<file path="config.mk">
export PLATFORM = sky130hd
export DESIGN_NAME = bcd_entry
export DESIGN_NICKNAME = d
export VERILOG_FILES = /design/src/rtl/bcd_entry.sv
export SDC_FILE = /design/constraint.sdc
export NUM_CORES = 1
export LEC_CHECK = 0
export ABC_AREA = 1
export CORE_ASPECT_RATIO = 1.4
export CORE_UTILIZATION = 40
export CTS_BUF_LIST = sky130_fd_sc_hd__clkbuf_8 sky130_fd_sc_hd__clkbuf_16
export DETAILED_ROUTE_END_ITERATION = 10
export DONT_BUFFER_PORTS = 1
export GPL_ROUTABILITY_DRIVEN = 0
export GPL_TIMING_DRIVEN = 1
export PLACE_DENSITY_LB_ADDON = 0.15
export SLEW_MARGIN = 10
export SYNTH_ARGS = -nofsm -noshare
export SYNTH_HDL_FRONTEND = slang
export SYNTH_SLANG_ARGS = --single-unit
export TNS_END_PERCENT = 30
</file>
<file path="constraint.sdc">
create_clock -name i_clk -period 3.64 [get_ports i_clk]
set_clock_uncertainty 0.15 [all_clocks]
set_input_delay 0.182 -clock i_clk [delete_from_list [all_inputs] [get_ports i_clk]]
set_output_delay 0.182 -clock i_clk [all_outputs]
set_load 0.01 [all_outputs]
</file>
<file path="src/rtl/bcd_entry.sv">
// bcd_entry: keypad-style entry of up to seven BCD digits for a display.
// Digits shift in from the right. Backspace shifts them back out, clear
// blanks the display, and commit captures the entry and holds it on the
// display for HOLD_CYCLES cycles. Refused strobes raise a one-cycle reject
// pulse. All outputs are registered.
module bcd_entry #(
  parameter int HOLD_CYCLES = 50_000_000
) (
  input  logic        i_clk,
  input  logic        i_rst_n,
  input  logic        i_digit_valid,
  input  logic [3:0]  i_digit,
  input  logic        i_backspace,
  input  logic        i_clear,
  input  logic        i_commit,
  output logic [27:0] o_code,
  output logic [2:0]  o_count,
  output logic        o_full,
  output logic        o_reject,
  output logic        o_commit_valid,
  output logic [27:0] o_committed_code
);

  localparam int             TW    = $clog2(HOLD_CYCLES) + 1;
  localparam logic [TW-1:0]  LAST  = TW'(HOLD_CYCLES - 1);
  localparam logic [27:0]    BLANK = 28'hAAAAAAA;

  typedef enum logic [1:0] {
    IDLE  = 2'd0,
    ENTRY = 2'd1,
    DONE  = 2'd2
  } state_t;

  state_t        r_state;
  logic [27:0]   r_code;
  logic [2:0]    r_count;
  logic          r_full;
  logic          r_reject;
  logic          r_commit_valid;
  logic [27:0]   r_committed_code;
  logic [TW-1:0] r_timer;

  state_t        w_state_next;
  logic [27:0]   w_code_next;
  logic [2:0]    w_count_next;
  logic          w_reject_next;
  logic          w_commit_valid_next;
  logic [27:0]   w_committed_next;
  logic [TW-1:0] w_timer_next;

  // Only the highest-priority strobe in a cycle is considered at all.
  logic w_sel_clear;
  logic w_sel_commit;
  logic w_sel_bs;
  logic w_sel_digit;
  logic w_expired;

  assign w_sel_clear  = i_clear;
  assign w_sel_commit = !i_clear && i_commit;
  assign w_sel_bs     = !i_clear && !i_commit && i_backspace;
  assign w_sel_digit  = !i_clear && !i_commit && !i_backspace && i_digit_valid;
  assign w_expired    = (r_state == DONE) && (r_timer == LAST);

  // State and datapath register with synchronous active-low reset.
  always_ff @(posedge i_clk) begin
    if (!i_rst_n) begin
      r_state          <= IDLE;
      r_code           <= BLANK;
      r_count          <= 3'd0;
      r_full           <= 1'b0;
      r_reject         <= 1'b0;
      r_commit_valid   <= 1'b0;
      r_committed_code <= 28'h0000000;
      r_timer          <= '0;
    end else begin
      r_state          <= w_state_next;
      r_code           <= w_code_next;
      r_count          <= w_count_next;
      r_full           <= (w_count_next == 3'd7);
      r_reject         <= w_reject_next;
      r_commit_valid   <= w_commit_valid_next;
      r_committed_code <= w_committed_next;
      r_timer          <= w_timer_next;
    end
  end

  // Next-state decode: clear always wins, DONE leaves only on expiry.
  always_comb begin
    w_state_next = r_state;
    if (w_sel_clear) begin
      w_state_next = IDLE;
    end else begin
      unique case (r_state)
        IDLE: begin
          if (w_sel_digit && (i_digit <= 4'd9)) w_state_next = ENTRY;
        end
        ENTRY: begin
          if (w_sel_commit) begin
            w_state_next = DONE;
          end else if (w_sel_bs && (r_count == 3'd1)) begin
            w_state_next = IDLE;
          end
        end
        DONE: begin
          if (w_expired) w_state_next = IDLE;
        end
        default: w_state_next = IDLE;
      endcase
    end
  end

  // Next values of the registered outputs and the hold timer.
  always_comb begin
    w_code_next         = r_code;
    w_count_next        = r_count;
    w_reject_next       = 1'b0;
    w_commit_valid_next = 1'b0;
    w_committed_next    = r_committed_code;
    w_timer_next        = r_timer;
    if (w_sel_clear) begin
      w_code_next  = BLANK;
      w_count_next = 3'd0;
      w_timer_next = '0;
    end else if (r_state == DONE) begin
      w_reject_next = w_sel_commit || w_sel_bs || w_sel_digit;
      if (w_expired) begin
        w_code_next  = BLANK;
        w_count_next = 3'd0;
        w_timer_next = '0;
      end else begin
        w_timer_next = r_timer + TW'(1);
      end
    end else if (w_sel_commit) begin
      if (r_state == ENTRY) begin
        w_committed_next    = r_code;
        w_commit_valid_next = 1'b1;
        w_timer_next        = '0;
      end else begin
        w_reject_next = 1'b1;
      end
    end else if (w_sel_bs) begin
      if (r_count == 3'd0) begin
        w_reject_next = 1'b1;
      end else begin
        w_code_next  = {4'hA, r_code[27:4]};
        w_count_next = r_count - 3'd1;
      end
    end else if (w_sel_digit) begin
      if ((i_digit > 4'd9) || (r_count == 3'd7)) begin
        w_reject_next = 1'b1;
      end else begin
        w_code_next  = {r_code[23:0], i_digit};
        w_count_next = r_count + 3'd1;
      end
    end
  end

  assign o_code           = r_code;
  assign o_count          = r_count;
  assign o_full           = r_full;
  assign o_reject         = r_reject;
  assign o_commit_valid   = r_commit_valid;
  assign o_committed_code = r_committed_code;

endmodule

</file>
After elaboration in Yosys (flattened, before gate mapping)

Cells that the tools add are included.

Bitwise gates (word level): 4
Eq/ne operators: 12
Add/subtract/negate cells: 3
Shift operators: 0
Order comparisons: 2
Multiply operators: 0
Divide/modulo/power cells: 0
Reduce and logical (&&, ||, !) cells: 25
Muxes and demuxes: 32

Operators by type and width:

| operator                                                                 | count |
|---|---|
| 28-bit two-way mux                                                       | 7 |
| 27-bit two-way mux                                                       | 4 |
| 27-bit by 1-bit adder with 27-bit output (second input constant)         | 1 |
| 27-bit by 26-bit equality test with 1-bit output (second input constant) | 1 |
| 3-bit two-way mux                                                        | 8 |
| 3-bit inequality test (second input constant)                            | 3 |
| 1-bit logical AND                                                        | 8 |
| 1-bit two-way mux                                                        | 8 |
| 2-bit two-way mux                                                        | 4 |
| 3-bit equality test (second input constant)                              | 2 |
| 2-bit case mux with 3 select lines                                       | 1 |
| 5-bit AND reduction                                                      | 1 |
| 4-bit greater-than comparator (second input constant)                    | 1 |
| 4-bit <= comparator (second input constant)                              | 1 |
| 2-bit inequality test (second input constant)                            | 2 |
| 1-bit inverter                                                           | 4 |
| 4-bit AND reduction                                                      | 1 |
| 2-bit nonzero test                                                       | 2 |
| 4-bit OR reduction                                                       | 1 |
| 3-bit by 1-bit adder with 3-bit output (second input constant)           | 1 |
| 3-bit by 1-bit equality test with 1-bit output (second input constant)   | 1 |
| 1-bit logical NOT                                                        | 3 |
| 3-bit logical NOT                                                        | 1 |
| 1-bit logical OR                                                         | 3 |
| 9 further kinds                                                          | 9 |

Latch bits: 0
Input bits: 10
Bits in read-only memories: 0
Memories kept: 0
Logic and storage cells: 86
Register bits: 91
Output and inout bits: 62
RAM bits: 0

Logic depth before layout (Yosys ltp)

Gate-level depths: netlist of run 1.

Depth after elaboration: 10
Gate-level depth with buffers: 14
Gate-level depth less buffers: 13

Worst setup path after synthesis of run 1

OpenSTA, ideal clock, no wires.

Path type: register -> register
From: register r_state[0]
To: register r_timer[26]
Setup time: 115 ps
Period minus slack after synthesis: 1,769 ps
Required time: 3,375 ps
Path buffers: 1
Cell stages (with the launch flop): 15
Setup slack: 1,871 ps
Arrival time: 1,504 ps
Path through: dfxtp_1 -> inv_1 -> ha_1 -> buf_6 -> inv_2 -> nand2_2 -> nand2_4 -> nor2_8 -> nand2_4 -> clkinv_2 -> nand2_2 -> nor2_4 -> nand3_1 -> nand2_1 -> nor2_1

Word-level cells in the longest chain between the ends: 4
Elaborated cells on any way between the ends: 8
Classes of those cells: 2 x eq/ne; 2 x mux; 4 x reduce/logical

RTL lines:

| item                   | RTL line | RTL |
|---|---|---|
| from (decl)            | 34       | `state_t r_state;` |
| from (signal assigned) | 76       | `r_state <= w_state_next;` |
| 2-bit equality test    | 62, 124  |  |
| 1-bit logical AND      | 62       | `assign w_expired = (r_state == DONE) && (r_timer == LAST);` |
| 27-bit two-way mux     | 126      | `if (w_expired) begin` |
| 27-bit two-way mux     | 124      | `end else if (r_state == DONE) begin` |
| to (signal assigned)   | 83       | `r_timer <= w_timer_next;` |
| to (decl)              | 41       | `logic [TW-1:0] r_timer;` |

Parallel ways exist; a longest one is shown, timed or not.
A chain may end at the register's enable or synchronous reset.

==> results.txt, run 1 <==
The required arrival time at the worst endpoint is 3770 ps, and the number of I/O pins is 72. The largest single stage delay on the critical path is 1110 ps. Setup repair after global routing left no endpoint under its margin. In this run, synthesis inferred 0 flip-flops with an integrated enable. The largest fanout on the critical path came out at 33.

Together, buffers and inverters on the worst path number 4. The share of total power dissipated in combinational logic is 6.4%. Max-cap violations in this run came to 0.

From synthesis to final layout, the design area changed by 8.23%. In the final timing run, aggregate negative setup slack is 0 ps. Per report_power, the sequential group accounts for 48.4% of the total. The clock drives 91 sinks. Power spread over the standard cell area amounts to 415 nW/um^2. The cell taking the most area after synthesis was dfxtp_1.

The post-synthesis average cell area works out to 7.03 um^2. The total clock buffers created by CTS is 9, and the count of fill cells added during filler insertion is 1,188. The synthesized design contains 91 register bits. After detailed routing, the number of remaining DRC violations is 0.

The logs give 36 for the number of distinct library cell variants in the gate-level netlist after synthesis and 1060 ps for the pre-CTS worst setup slack. The largest individual stage delay along the critical path comes from the cell dlygate4sd3_1. Dividing the detail-routed wire length by the instance count gives 14.8 um. The detailed router finished its first iteration with 171 violations.

In the synthesized netlist, the number of instances is 675. The worst setup path is launched from an input pin. In this run the worst hold path is classified as input pin to flop.

Row generation in the floorplan step produced 46 rows. The total area of multi-input combinational cells was 2370 um^2. The logs give 20.9% for the overall global routing resource usage and 38.4% for the sequential-to-total area share from yosys stat. The number of global-route vias before repair was 4,228; the total congestion overflow was 0. Setup violations remaining at the end of the flow were counted as 0. Entering global routing, the biggest net connects 44 pins. The die is 94.0 um wide. Net switching is 25.2% of the power. Per report_power, the clock group accounts for 45.2% of the total. In this run the remaining antenna-violating nets after routing total 0. Across all setup checks in the final design, the least slack found is 1030 ps. After detailed placement, the total cell area comes to 4790 um^2. Summing every instance area after synthesis gives 4740 um^2.

Clock-pin slew was measured on the worst setup and hold paths at 70 ps. The core region is 11,500 um^2. Counting every net in the synthesized netlist gives 694. Ranked by instance count, the synthesized netlist is headed by nor2_1, inv_1, dfxtp_1. Dividing the detail-routed via count by the number of cells gives 5.20. Summed over all layers, the routed wires come to 12.1 mm. In this run the clock root is driven by a clkbuf_16. The post-CTS setup buffer count was 0; the initial antenna violation count was 0.

Port buffering added 0 buffers. After routing the design area is 5130 um^2. For the number of endpoints with negative hold slack in the final report, the log shows 0.

The type of element capturing the critical path is a flop. For this configuration, the core starts out at a cell density of 41.4%. Summed over all nets, the half-perimeter wirelength after detailed placement is 8.90 mm. Class of the most critical setup path: input pin to flop. The tools report the global-route wire length before repair as 19.9 mm. The family of cells with the greatest summed delay on the critical path was buffers and inverters. For the finished layout, the period the worst path requires is 2610 ps. The run gives 0.00205 uW as the leakage power of the design. In the synthesized netlist the dominant register cell turns out to be dfxtp_1. For the maximum clock path buffer count, the log shows 2.

The die area is 12,300 um^2, and the proportion of synthesized flip-flops having asynchronous set or reset is 0%. Before antenna repair, the detailed router went through 5 iterations. The die span in y is 131 um, and the cell internal power dissipation is 1590 uW. Gates resized during post-CTS repair numbered 0.

Final-layout worst hold slack: 7.64 ps. The share of layout cells above drive strength 1 was 11.6%. The portion of synthesized cell area occupied by the leading cell type is 38.4%, and the max-slew violation total from the final report is 0. IR analysis of the VDD net gives a maximum drop of 0.192 mV. By area the synthesized netlist is led by dfxtp_1, nor2_1, inv_1. The final critical-path share of the clock period came out at 71.8%. The upper clock frequency limit was 383 MHz. The run gives 340 ps as the clock insertion delay at the later pin of the skew report. At the pin with the least slew margin, the transition time is 872 ps. TritonCTS built the clock tree.

The worst-case headroom to the max-slew limit was 41.7%; the number of nets at the end of the flow was 684. The tools report the minimum setup slack among reg-to-reg paths as 1060 ps. The CTS H-tree depth is 3, and the net switching component of the power is 538 uW. The number of hold buffers added after cts is 4, and the arrival time at the worst endpoint is 2740 ps.

For the total area of sequential cells, the log shows 1820 um^2. By instance count, the leading cell after synthesis is nor2_1. The final route contains 4,232 vias. During synthesis, Yosys emitted a total of 0 warnings. The signal on the critical path passes through dlygate4sd3_1, inv_1, nor2_2, buf_4, inv_1, a31oi_1, nand2_1, nor2_1, nand3_1, nor2_1.

The flow ran to the end, and the final reports show no timing, DRC or antenna violations. 0 antenna diodes ended up in the layout.
-- kinds of logic after synthesis --
logic type,count (synthesis),share of synthesized area [%]
AO/OA/AOI/OAI,145,16.3
XOR/XNOR,9,1.66
adder cells (fa/ha/maj),9,2.37
buffers and inverters,131,11.8
flip-flops,91,38.4
AND/OR/NAND/NOR,290,29.5
-- path summary, 6_finish.rpt --
| path | start | endpoint | cells after the start |
|---|---|---|---|
| min reg2reg | o_committed_code[25] | o_committed_code[25] | 2 |
| max reg2reg | r_state[0] | r_timer[24] | 11 |
| min | i_digit[1] | o_code[1] | 4 |
| max | i_rst_n | o_full | 10 |
-- cell usage in the layout, fill, tap and decap left out, types with 3 or more instances in the layout --
| master | n |
|---|---|
| nor2_1 | 120 |
| inv_1 | 94 |
| dfxtp_1 | 91 |
| nand2_1 | 77 |
| o21ai_0 | 60 |
| a21oi_1 | 38 |
| o21ai_1 | 28 |
| nand3_1 | 18 |
| nor2_2 | 16 |
| o211ai_1 | 14 |
| nor3_1 | 14 |
| nand4_1 | 9 |
| nor3_2 | 9 |
| ha_1 | 9 |
| clkbuf_16 | 9 |
| nand2_2 | 8 |
| inv_2 | 7 |
| xor2_1 | 7 |
| nor2_4 | 5 |
| nand3_2 | 4 |
| nand2_4 | 4 |
| dlygate4sd3_1 | 4 |
| buf_4 | 3 |
-- registers in the layout, indices dropped and copies added (netlist names) --
signal,cells
o_reject,1
o_count,3
o_full,1
o_code,28
o_committed_code,28
r_state,2
o_commit_valid,1
r_timer,27
-- metrics by stage --
stage               power [uW]  instances  utilization [%]
floorplan                 1160        675                -
global placement          1180        794             41.8
detailed placement        1180        794             41.8
CTS                       2160        814             44.8
global route              2210        814             44.8
finish                    2130        814             44.8
-- power groups by stage --
| stage | sequential [uW] | clock (uW) | combinational (uW) |
|---|---|---|---|
| CTS | 1030 | 988 | 137 |
| global route | 1030 | 1020 | 157 |
| global placement | 1050 | 0 | 126 |
| finish | 1030 | 964 | 137 |
| detailed placement | 1050 | 0 | 129 |
| floorplan | 1050 | 0 | 116 |
-- final cells by class --
cell class / instances / area share, %
timing repair buffer: 7 / 1.22
sequential: 91 / 35.5
tap: 144 / 3.51
clock buffer: 9 / 4.39
inverter: 103 / 7.60
multi-input combinational: 453 / 46.2
clock inverter: 7 / 1.61
-- worst min-delay path, cell delays in order --
cell	delay, ps
inv_1	20
nor2_1	110
o21ai_1	80
o211ai_1	70
-- metal layers --
| metal | track usage (%) | share of wire, % | up-vias |
|---|---|---|---|
| met4 | 8.60 | 2.9 | 0 |
| met5 | 0 | 0 | - |
| met3 | 5.79 | 5.9 | 25 |
| met2 | 39.7 | 53 | 97 |
| met1 | 21.2 | 39 | 1972 |
| li1 | - | - | 2138 |
No activity file was read; power rests on OpenSTA's default activity.
==> run 2, diff against run 1 <==
Clock period 3.64 ns to 2.1 ns, I/O delays scaled along.
==> run 2 against run 1 <==
Non-clock buffer count up 16. Utilization is 1.5 points higher. Via count fell by 0.47%. Register-to-register slack worse by 870 ps. Hold slack better by 73 ps. Combinational power increased by 95%. Wire length rose by 0.45%. Clock power increased by 82%. Global-route usage decreased by 0.29 points. Largest cell class unchanged.
==> results.txt, run 2 (same netlist as run 1, synthesis figures left out) <==
The starting DRC count in detailed routing was 184 (+7.6%). Number of nets at the end of the flow: 700 (+2.3%). The clock-pin slew on the worst setup and hold paths works out to 70 ps (about the same). The reported max-cap violation count came out at 0 (unchanged). The net switching component of the power came out at 911 uW (+69%). The run gives 1 (+1) as the initial antenna violation count. CTS placed an instance of clkbuf_16 at the clock tree root. The pin count of the biggest net entering global routing was 43 (-2.3%); the die span in y was 131 um (unchanged).

The transition at the pin with the smallest max-transition slack was 871 ps (-0.861 ps); the horizontal die dimension was 94.0 um (unchanged). For the starting utilization of the core area, the log shows 41.4% (unchanged). The maximum ir drop on the vdd rail was 0.407 mV (+110%). The class of the most critical setup path was flop to flop.

Leaving out fill and tap cells, the most frequent cell in the layout is nor2_1. From synthesis to final layout, the design area changed by 11.9%. For the final-layout worst hold slack, the log shows 80.8 ps (+73.1 ps). In the layout the commonest cells are nor2_1, inv_1, dfxtp_1, nand2_1, o21ai_0.

The arrival time at the worst endpoint came out at 2020 ps (-720 ps). The quantity of I/O buffers inserted on ports is 0 (unchanged). TritonCTS built the clock tree. Setup repair after global routing left no endpoint under its margin. The final wirelength was 12.1 mm (+0.45%).

Traced cell by cell, the critical path runs through ha_1, ha_1, inv_1, nand3_1, nand2_2, nand3_2, nand2_4, buf_12, o21ai_1, o211ai_1. The tools report the final count of negative-setup-slack endpoints as 0 (unchanged). The number of endpoints with negative hold slack in the final report was 0 (unchanged). The worst setup path is launched from a flop. For the CTS H-tree depth, the log shows 3 (unchanged).

The count of unresolved DRC violations after routing came out at 0 (unchanged). The total power per unit cell area is 716 nW/um^2 (+73%), and the number of vias after detailed routing is 4,212 (-0.47%). Based on the critical path, the design can be clocked at up to 524 MHz. The share of layout cells above drive strength 1 works out to 12.8% (+1.2 points). The largest fanout on the critical path was 42 (+27%). The maximum single-stage delay on the critical path was 340 ps (-770 ps); the number of sinks handled by clock tree synthesis was 91 (unchanged).

The number of global-route vias before repair came out at 4,074 (-3.6%). The type of the tightest min-delay check is input pin to flop. The count of fill cells added during filler insertion is 1,206 (+1.5%), and the half-perimeter wire length of the detailed placement result is 9.03 mm (+1.4%). The maximum clock path buffer count came out at 2 (unchanged). Die area: 12,300 um^2 (unchanged). The number of I/O pins came out at 72 (unchanged). The total area of multi-input combinational cells was 2370 um^2 (unchanged); the worst-case headroom to the max-slew limit was 41.7% (+0.057 points). The overall global routing resource usage was 20.6% (-0.29 points). The fraction of power spent switching nets works out to 23.9% (-1.3 points). The slowest stage of the critical path is the dfxtp_1 cell.

The run gives 0 (unchanged) as the count of antenna-violating nets left after detailed routing. In this run the worst setup path begins at o_count[0]. Total congestion overflow: 0 (unchanged). The part of the power in combinational logic is 7.0% (+0.6 points).

The routed wirelength normalized by instance count was 14.6 um (-1.6%). Dividing the final minimum period by the clock period gives 90.9%. The total clock buffers created by CTS was 9 (unchanged). The tools report the post-CTS setup buffer count as 0 (unchanged). The worst hold path begins at i_commit. The tools report the type of element capturing the critical path as a flop. The core outline area is 11,500 um^2 (unchanged), and the leakage power of the design is 0.00215 uW (+4.7%). Most used cell along the critical path: ha_1.

The run finished with clean final reports. The post-route setup TNS was 0 ps (unchanged); the total area of sequential cells was 1820 um^2 (unchanged). The run gives 46.9% (-1.5 points) as the sequential fraction of design power. The count of standard-cell rows was 46 (unchanged).

The final critical-path required period was 1910 ps; the detail-routed via count per cell was 5.07 (-2.5%). The global-route wire length before repair is 19.5 mm (-2.0%), and the number of search-and-repair iterations in the first detailed-routing pass is 4 (-1). The required arrival time at the worst endpoint is 2210 ps (-1560 ps). The startpoint identified for the worst register-to-register timing path is o_count[0].

The clock insertion delay at the later pin of the skew report is 340 ps (about the same). The clock share of power is 46.0% (+0.8 points). The max-slew violation total from the final report is 0 (unchanged), and the cell internal power dissipation is 2890 uW (+82%).
-- run 2: final timing paths --
kind                          to  slack [ps]  cells after the start
max                    o_code[3]         190                     10
min                   o_count[1]          80                      5
max reg2reg            o_code[3]         190                     10
min reg2reg  o_committed_code[2]         340                      2
-- run 2: stage by stage --
step	setup WS (ps)	total power, uW	instances	cell area, um^2	utilization, %
after global placement	279	2070	805	4890	42.7
after CTS	219	3840	830	5310	46.3
after global routing	4.64	3940	831	5310	46.4
final	192	3800	831	5310	46.4
after detailed placement	232	2070	805	4890	42.7
after floorplan	331	2020	675	4740	-
-- run 2: per-layer routing --
layer,routed length [um],vias up,global-route usage (%)
li1,-,2171,-
met1,4740,1921,20.7
met2,6330,87,38.2
met3,611,33,6.08
met4,436,0,10.2
met5,0,-,0
-- run 2: area by class of cell --
type	count	share of cell area [%]
inverter	103	7.35
clock inverter	7	1.84
multi-input combinational	453	44.7
tap	144	3.39
clock buffer	9	4.24
timing repair buffer	23	4.15
antenna	1	0.0471
sequential	91	34.3
-- run 2: power groups by stage --
stage	logic (uW)	clock network, uW	registers (uW)
detailed placement	245	0	1830
global placement	242	0	1820
finish	267	1750	1790
global route	300	1860	1790
CTS	268	1790	1790
floorplan	200	0	1820
-- run 2: critical path: cells and delay by family, from the launching register on --
kind	cells	cell delay, ps
and+or+nand+nor	4	480
adders and majority gates	2	390
DFF	1	340
buffers and inverters	2	270
AOI/OAI and AO/OA	2	200
-- run 2: what timing repair did --
item | CTS | global route
gates resized for setup | 0 | 0
endpoints found under the setup margin | 0 | 0
endpoints found under the hold margin | 42 | 0
hold buffers | 9 | 0
